===== src/rtl/fakeram7_dp_arbiter.sv =====
// Round-robin arbiter sharing one dual-port fakeram7 macro among NUM_REQ requesters.
// Grants up to two non-conflicting requests per cycle and steers read data back one cycle later.
module fakeram7_dp_arbiter #(
    parameter int NUM_REQ    = 4,
    parameter int ADDR_WIDTH = 13,
    parameter int BITS       = 32
) (
    input  logic                          clk,
    input  logic                          rst_n_in,
    input  logic [NUM_REQ-1:0]            req_valid_in,
    output logic [NUM_REQ-1:0]            req_ready_out,
    input  logic [NUM_REQ-1:0]            req_we_in,
    input  logic [NUM_REQ*ADDR_WIDTH-1:0] req_addr_in,
    input  logic [NUM_REQ*BITS-1:0]       req_wd_in,
    input  logic [NUM_REQ*BITS-1:0]       req_mask_in,
    output logic [NUM_REQ-1:0]            rsp_valid_out,
    output logic [NUM_REQ*BITS-1:0]       rsp_data_out,
    output logic                          ram_ce_out,
    output logic [ADDR_WIDTH-1:0]         ram_addr_A_out,
    output logic [ADDR_WIDTH-1:0]         ram_addr_B_out,
    output logic                          ram_we_A_out,
    output logic                          ram_we_B_out,
    output logic [BITS-1:0]               ram_wd_A_out,
    output logic [BITS-1:0]               ram_wd_B_out,
    output logic [BITS-1:0]               ram_mask_A_out,
    output logic [BITS-1:0]               ram_mask_B_out,
    input  logic [BITS-1:0]               ram_rd_A_in,
    input  logic [BITS-1:0]               ram_rd_B_in
);

    localparam int PW = $clog2(NUM_REQ);

    logic [PW-1:0]         rr_ptr;
    logic                  rd_pend_a, rd_pend_b;
    logic [PW-1:0]         own_a, own_b;
    logic                  gnt_a, gnt_b;
    logic [PW-1:0]         idx_a, idx_b, scan_idx;
    logic [ADDR_WIDTH-1:0] addr [NUM_REQ];
    logic [BITS-1:0]       wd   [NUM_REQ];
    logic [BITS-1:0]       mask [NUM_REQ];

    function automatic logic [PW-1:0] wrap_inc(input logic [PW-1:0] v);
        if (v == PW'(NUM_REQ - 1))
            return '0;
        return v + 1'b1;
    endfunction

    always_comb begin
        for (int unsigned i = 0; i < NUM_REQ; i++) begin
            addr[i] = req_addr_in[i*ADDR_WIDTH +: ADDR_WIDTH];
            wd[i]   = req_wd_in[i*BITS +: BITS];
            mask[i] = req_mask_in[i*BITS +: BITS];
        end
    end

    // Port B skips any candidate touching A's address unless both are reads.
    always_comb begin
        gnt_a    = 1'b0;
        gnt_b    = 1'b0;
        idx_a    = '0;
        idx_b    = '0;
        scan_idx = rr_ptr;
        if (rst_n_in) begin
            for (int unsigned k = 0; k < NUM_REQ; k++) begin
                if (req_valid_in[scan_idx]) begin
                    if (!gnt_a) begin
                        gnt_a = 1'b1;
                        idx_a = scan_idx;
                    end else if (!gnt_b &&
                                 !((addr[scan_idx] == addr[idx_a]) &&
                                   (req_we_in[scan_idx] || req_we_in[idx_a]))) begin
                        gnt_b = 1'b1;
                        idx_b = scan_idx;
                    end
                end
                scan_idx = wrap_inc(scan_idx);
            end
        end
    end

    always_comb begin
        for (int unsigned i = 0; i < NUM_REQ; i++)
            req_ready_out[i] = (gnt_a && idx_a == PW'(i)) || (gnt_b && idx_b == PW'(i));
        ram_ce_out     = gnt_a || gnt_b;
        ram_addr_A_out = gnt_a ? addr[idx_a]         : '0;
        ram_we_A_out   = gnt_a ? req_we_in[idx_a]    : 1'b0;
        ram_wd_A_out   = gnt_a ? wd[idx_a]           : '0;
        ram_mask_A_out = gnt_a ? mask[idx_a]         : '0;
        ram_addr_B_out = gnt_b ? addr[idx_b]         : '0;
        ram_we_B_out   = gnt_b ? req_we_in[idx_b]    : 1'b0;
        ram_wd_B_out   = gnt_b ? wd[idx_b]           : '0;
        ram_mask_B_out = gnt_b ? mask[idx_b]         : '0;
    end

    always_comb begin
        rsp_valid_out = '0;
        rsp_data_out  = '0;
        for (int unsigned i = 0; i < NUM_REQ; i++) begin
            if (rd_pend_a && own_a == PW'(i)) begin
                rsp_valid_out[i]            = 1'b1;
                rsp_data_out[i*BITS +: BITS] = ram_rd_A_in;
            end
            if (rd_pend_b && own_b == PW'(i)) begin
                rsp_valid_out[i]            = 1'b1;
                rsp_data_out[i*BITS +: BITS] = ram_rd_B_in;
            end
        end
    end

    always_ff @(posedge clk or negedge rst_n_in) begin
        if (!rst_n_in) begin
            rr_ptr    <= '0;
            rd_pend_a <= 1'b0;
            rd_pend_b <= 1'b0;
            own_a     <= '0;
            own_b     <= '0;
        end else begin
            rd_pend_a <= gnt_a && !req_we_in[idx_a];
            rd_pend_b <= gnt_b && !req_we_in[idx_b];
            if (gnt_a && !req_we_in[idx_a])
                own_a <= idx_a;
            if (gnt_b && !req_we_in[idx_b])
                own_b <= idx_b;
            if (gnt_b)
                rr_ptr <= wrap_inc(idx_b);
            else if (gnt_a)
                rr_ptr <= wrap_inc(idx_a);
        end
    end

endmodule


===== config.mk =====
export PLATFORM = sky130hd
export DESIGN_NAME = fakeram7_dp_arbiter
export DESIGN_NICKNAME = d
export VERILOG_FILES = /design/src/rtl/fakeram7_dp_arbiter.sv
export SDC_FILE = /design/constraint.sdc
export NUM_CORES = 1
export LEC_CHECK = 0
export CAP_MARGIN = 25
export CORE_AREA = 2 2 265 267
export CTS_CLUSTER_DIAMETER = 80
export DETAILED_ROUTE_END_ITERATION = 7
export DIE_AREA = 0 0 267 269
export PLACE_DENSITY = 0.49
export SLEW_MARGIN = 20
export SYNTH_ARGS = -nofsm -noshare
export SYNTH_HDL_FRONTEND = slang
export SYNTH_SLANG_ARGS = --single-unit

===== constraint.sdc =====
create_clock -name clk -period 5.2 [get_ports clk]
set_input_delay 0.52 -clock clk [delete_from_list [all_inputs] [get_ports clk]]
set_output_delay 0.52 -clock clk [all_outputs]
set_load 0.02 [all_outputs]

==> impl_metrics.tcl <==
set metrics [dict create \
    status "finished with violations" \
    failed_checks "setup timing" \
    syn_avg_cell_area_um2 8.958 \
    drc 0 \
    postRouteWirelength_um 80620 \
    start_kind "flop" \
    ys_seq_elements 8 \
    drive_gt1_share_pct 38.03 \
    synth_edf_count 0 \
    ios 675 \
    min_path_cells 2 \
    port_buffers 674 \
    drt-initial-drc-count 1049 \
    hold_path.class "reg2reg" \
    path_common_cell "buf_6" \
    rows 97 \
    path_class "reg2out" \
    setup_viol 82 \
    switchingPower_uw 7487 \
    final_cell_mix "587 x clkdlybuf4s50_1, 299 x buf_4, 170 x mux4_2" \
    dpl.cell_count 2979 \
    ff_latch_area_um2 203.9 \
    p_seq_share_pct 0.8 \
    grt_overflow 0 \
    postLayoutCoreUtil_pct 32.72 \
    dp_slack_ns -1.112 \
    area_growth_pct 110.3 \
    internal_power_uw 8123 \
    fin_total_pwr_uw 15610 \
    finalHoldViolations 0 \
    clock_sinks 8 \
    switching_share_pct 47.96 \
    slowest_delay_ns 0.48 \
    grt_use_total_pct 20.60 \
    worst_slack_ns -0.4503 \
    p_clk_share_pct 0.8 \
    clock_latency_ns 0.23 \
    pwr-share-comb_pct 98.4 \
    fin_cells 3060 \
    skew_ns 0.002484 \
    p_leak_uw 0.008535 \
    nets 2509 \
    grt_max_degree 60 \
    rsz0062_at_grt "yes" \
    grt_pass1_wl_um 108700 \
    synth_cells 1204 \
    relSlewSlack_pct 29.84 \
    cp.required_ns 4.68 \
    dieArea_mm2 0.07182 \
    netlist_area_mm2 0.01079 \
    fin_crit_sh_pct 108.7 \
    path_max_fanout 8 \
    report.final.slew_viol_count 0 \
    core_mm2 0.06930 \
    gp_congestion 0.9346 \
    cap_violations 0 \
    layout_commonest_cell "clkdlybuf4s50_1" \
    grt_pass1_vias 15121 \
    vias 15229 \
    ys_seq_area_share_pct 1.856 \
    worst_pin_slew_ns 1.049 \
    firstDrtPassIters 5 \
    clk_pin_slew_ns 0.04 \
    routedWlPerCell_um 26.34 \
    path_cells "ha_4, mux2i_4, mux2i_2, buf_4, o21ai_4, buf_6, buf_4, a21oi_1, o21ai_0, o211ai_1, o2bb2ai_1, nand4_1, and4_4, o21a_4, clkbuf_16, buf_6, mux4_2, nor2b_4, buf_6" \
    die_w_um 267 \
    cts_tree "done" \
    ctsHoldBuffers 0 \
    cts_inserted_buffers 3 \
    nFillCells 7139 \
    die_h_um 269 \
    yosysWarnings 0 \
    viasPerCell 4.977 \
    powerDensity_mw_per_mm2 688.4 \
    start_util_pct 15.56 \
    cts.path.max_buffers 2 \
    crit_arrival_ns 5.13 \
    ant_nets 0 \
    worst-path-stages 19 \
    critPathTopFamily "compound AO/OA/AOI/OAI gates" \
    reg2reg_depth 20 \
    synth_cell_type_count 81 \
    dp_hpwl_um 65560 \
    fmax_mhz 177.0 \
    ir_drop_mv 0.3114 \
    antenna_found_initial 14 \
    syn_nets 1595 \
    cp_slowest_cell "dfrtp_4" \
    cts_root_buf "clkbuf_16" \
    multi_input_area_mm2 0.01083 \
    cp_num_buf_inv 6 \
    worstSetupEndpointType "output pin" \
    async_flop_share_pct 100.0 \
    h-tree-depth 1 \
    fin_crit_ns 5.650 \
    synthFlopType "dfrtp_1" \
]
## logic make-up after synthesis
kind of cell	synth area share, %
AOI/OAI and AO/OA	26.09
xor gates and xnor gates	1.798
adders and majority gates	1.044
buffers and inverters	6.322
DFF	1.856
muxes	42.52
and+or+nand+nor	20.37
## repair_timing
action | CTS | global route
endpoints found under the setup margin | 83 | 83
setup buffers | 32 | 43
gates resized for setup | 282 | 327
endpoints found under the hold margin | 0 | 0
gates cloned | 2 | 6
pin swaps | 13 | 40
## cell type report
cell class | instances | area share, %
flip-flops and latches | 8 | 0.8994
inverters | 20 | 0.3642
well taps | 940 | 5.187
multi-input cells | 1044 | 47.75
repair buffers | 1041 | 45.41
diodes | 3 | 0.03311
clock buffers | 4 | 0.3476
## worst register-to-register path, delay by kind of cell (launching register included)
family,cells,cell delay (ns)
AO/OA/AOI/OAI,6,1.09
XOR/XNOR,2,0.47
adder cells (fa/ha/maj),1,0.39
buffers and inverters,6,0.88
flip-flops,1,0.48
multiplexers,2,0.89
AND/OR/NAND/NOR,3,0.76
## worst paths after layout
check	startpoint	to	slack, ns
min in group asynchronous	rst_n_in	rr_ptr[1]$_DFFE_PN0P_	1.45
max reg2reg	rr_ptr[0]$_DFFE_PN0P_	own_b[0]$_DFFE_PN0P_	0.12
min reg2reg	own_a[1]$_DFFE_PN0P_	own_a[1]$_DFFE_PN0P_	0.58
max	rr_ptr[0]$_DFFE_PN0P_	ram_mask_B_out[8]	-0.45
max in group asynchronous	rst_n_in	rr_ptr[0]$_DFFE_PN0P_	3.59
min	own_a[1]$_DFFE_PN0P_	own_a[1]$_DFFE_PN0P_	0.58
## cells in the mapped netlist (4+ instances only)
cell type | count | area, µm²
o211ai_1 | 10 | 75.07
or3_1 | 6 | 37.54
nand3b_1 | 7 | 52.55
nor3_1 | 17 | 85.08
o21ai_1 | 6 | 30.03
inv_1 | 17 | 63.81
xnor2_1 | 11 | 96.34
nor4_1 | 5 | 31.28
buf_4 | 6 | 45.04
nand3_1 | 47 | 235.2
a22o_1 | 128 | 1121
a32o_1 | 8 | 80.08
a211o_1 | 5 | 43.79
ha_1 | 9 | 112.6
a21boi_0 | 4 | 30.03
nor2_1 | 42 | 157.7
and3_1 | 15 | 93.84
dfrtp_1 | 8 | 200.2
o21ai_0 | 72 | 360.4
buf_6 | 4 | 45.04
xor2_1 | 8 | 70.07
o31ai_1 | 4 | 30.03
o211a_1 | 4 | 40.04
clkbuf_1 | 75 | 281.5
mux4_2 | 170 | 3829
nand4_1 | 5 | 31.28
or2_2 | 4 | 25.02
nand2b_1 | 5 | 31.28
a211oi_1 | 17 | 127.6
buf_2 | 43 | 215.2
and2_1 | 82 | 513.0
mux2_2 | 24 | 270.3
nand2_1 | 54 | 202.7
a21oi_1 | 56 | 280.3
or4_1 | 5 | 37.54
o21a_1 | 7 | 52.55
a22oi_1 | 5 | 37.54
buf_1 | 4 | 15.01
nor2b_1 | 86 | 538.0
a32oi_1 | 5 | 43.79
a221oi_1 | 8 | 70.07
mux2i_1 | 43 | 430.4
## sequential cells by signal (all words and copies together) (netlist names)
register and flops:
own_a 2, own_b 2, rd_pend_a 1, rd_pend_b 1
rr_ptr 2
## per-layer routing
metal	vias up	part of all wire [%]	track usage, %
met5	-	0.15	0
met1	7608	40	25.18
met2	774	50	36.66
met4	22	3.0	5.223
met3	128	7.3	4.320
li1	6697	-	-
## stage by stage
stage / cell area [µm²] / hold WS (ns) / TNS (ns)
after global routing: 22680 / 0.6533 / -37.16
after CTS: 21520 / 0.5800 / -34.20
after floorplan: 10790 / 0.2244 / 0
after global placement: 20790 / 0.5600 / -85.04
after detailed placement: 20790 / 0.5719 / -83.46
final: 22680 / 0.5816 / -29.87
## power groups by stage
stage | registers, µW | clock network [µW] | logic [µW]
after global routing | 129 | 137 | 16200
final | 124 | 131 | 15400
after detailed placement | 122 | 0 | 13100
after floorplan | 111 | 0 | 7100
after global placement | 120 | 0 | 13100
after CTS | 124 | 132 | 14000
(Power assumes the default switching activity.)
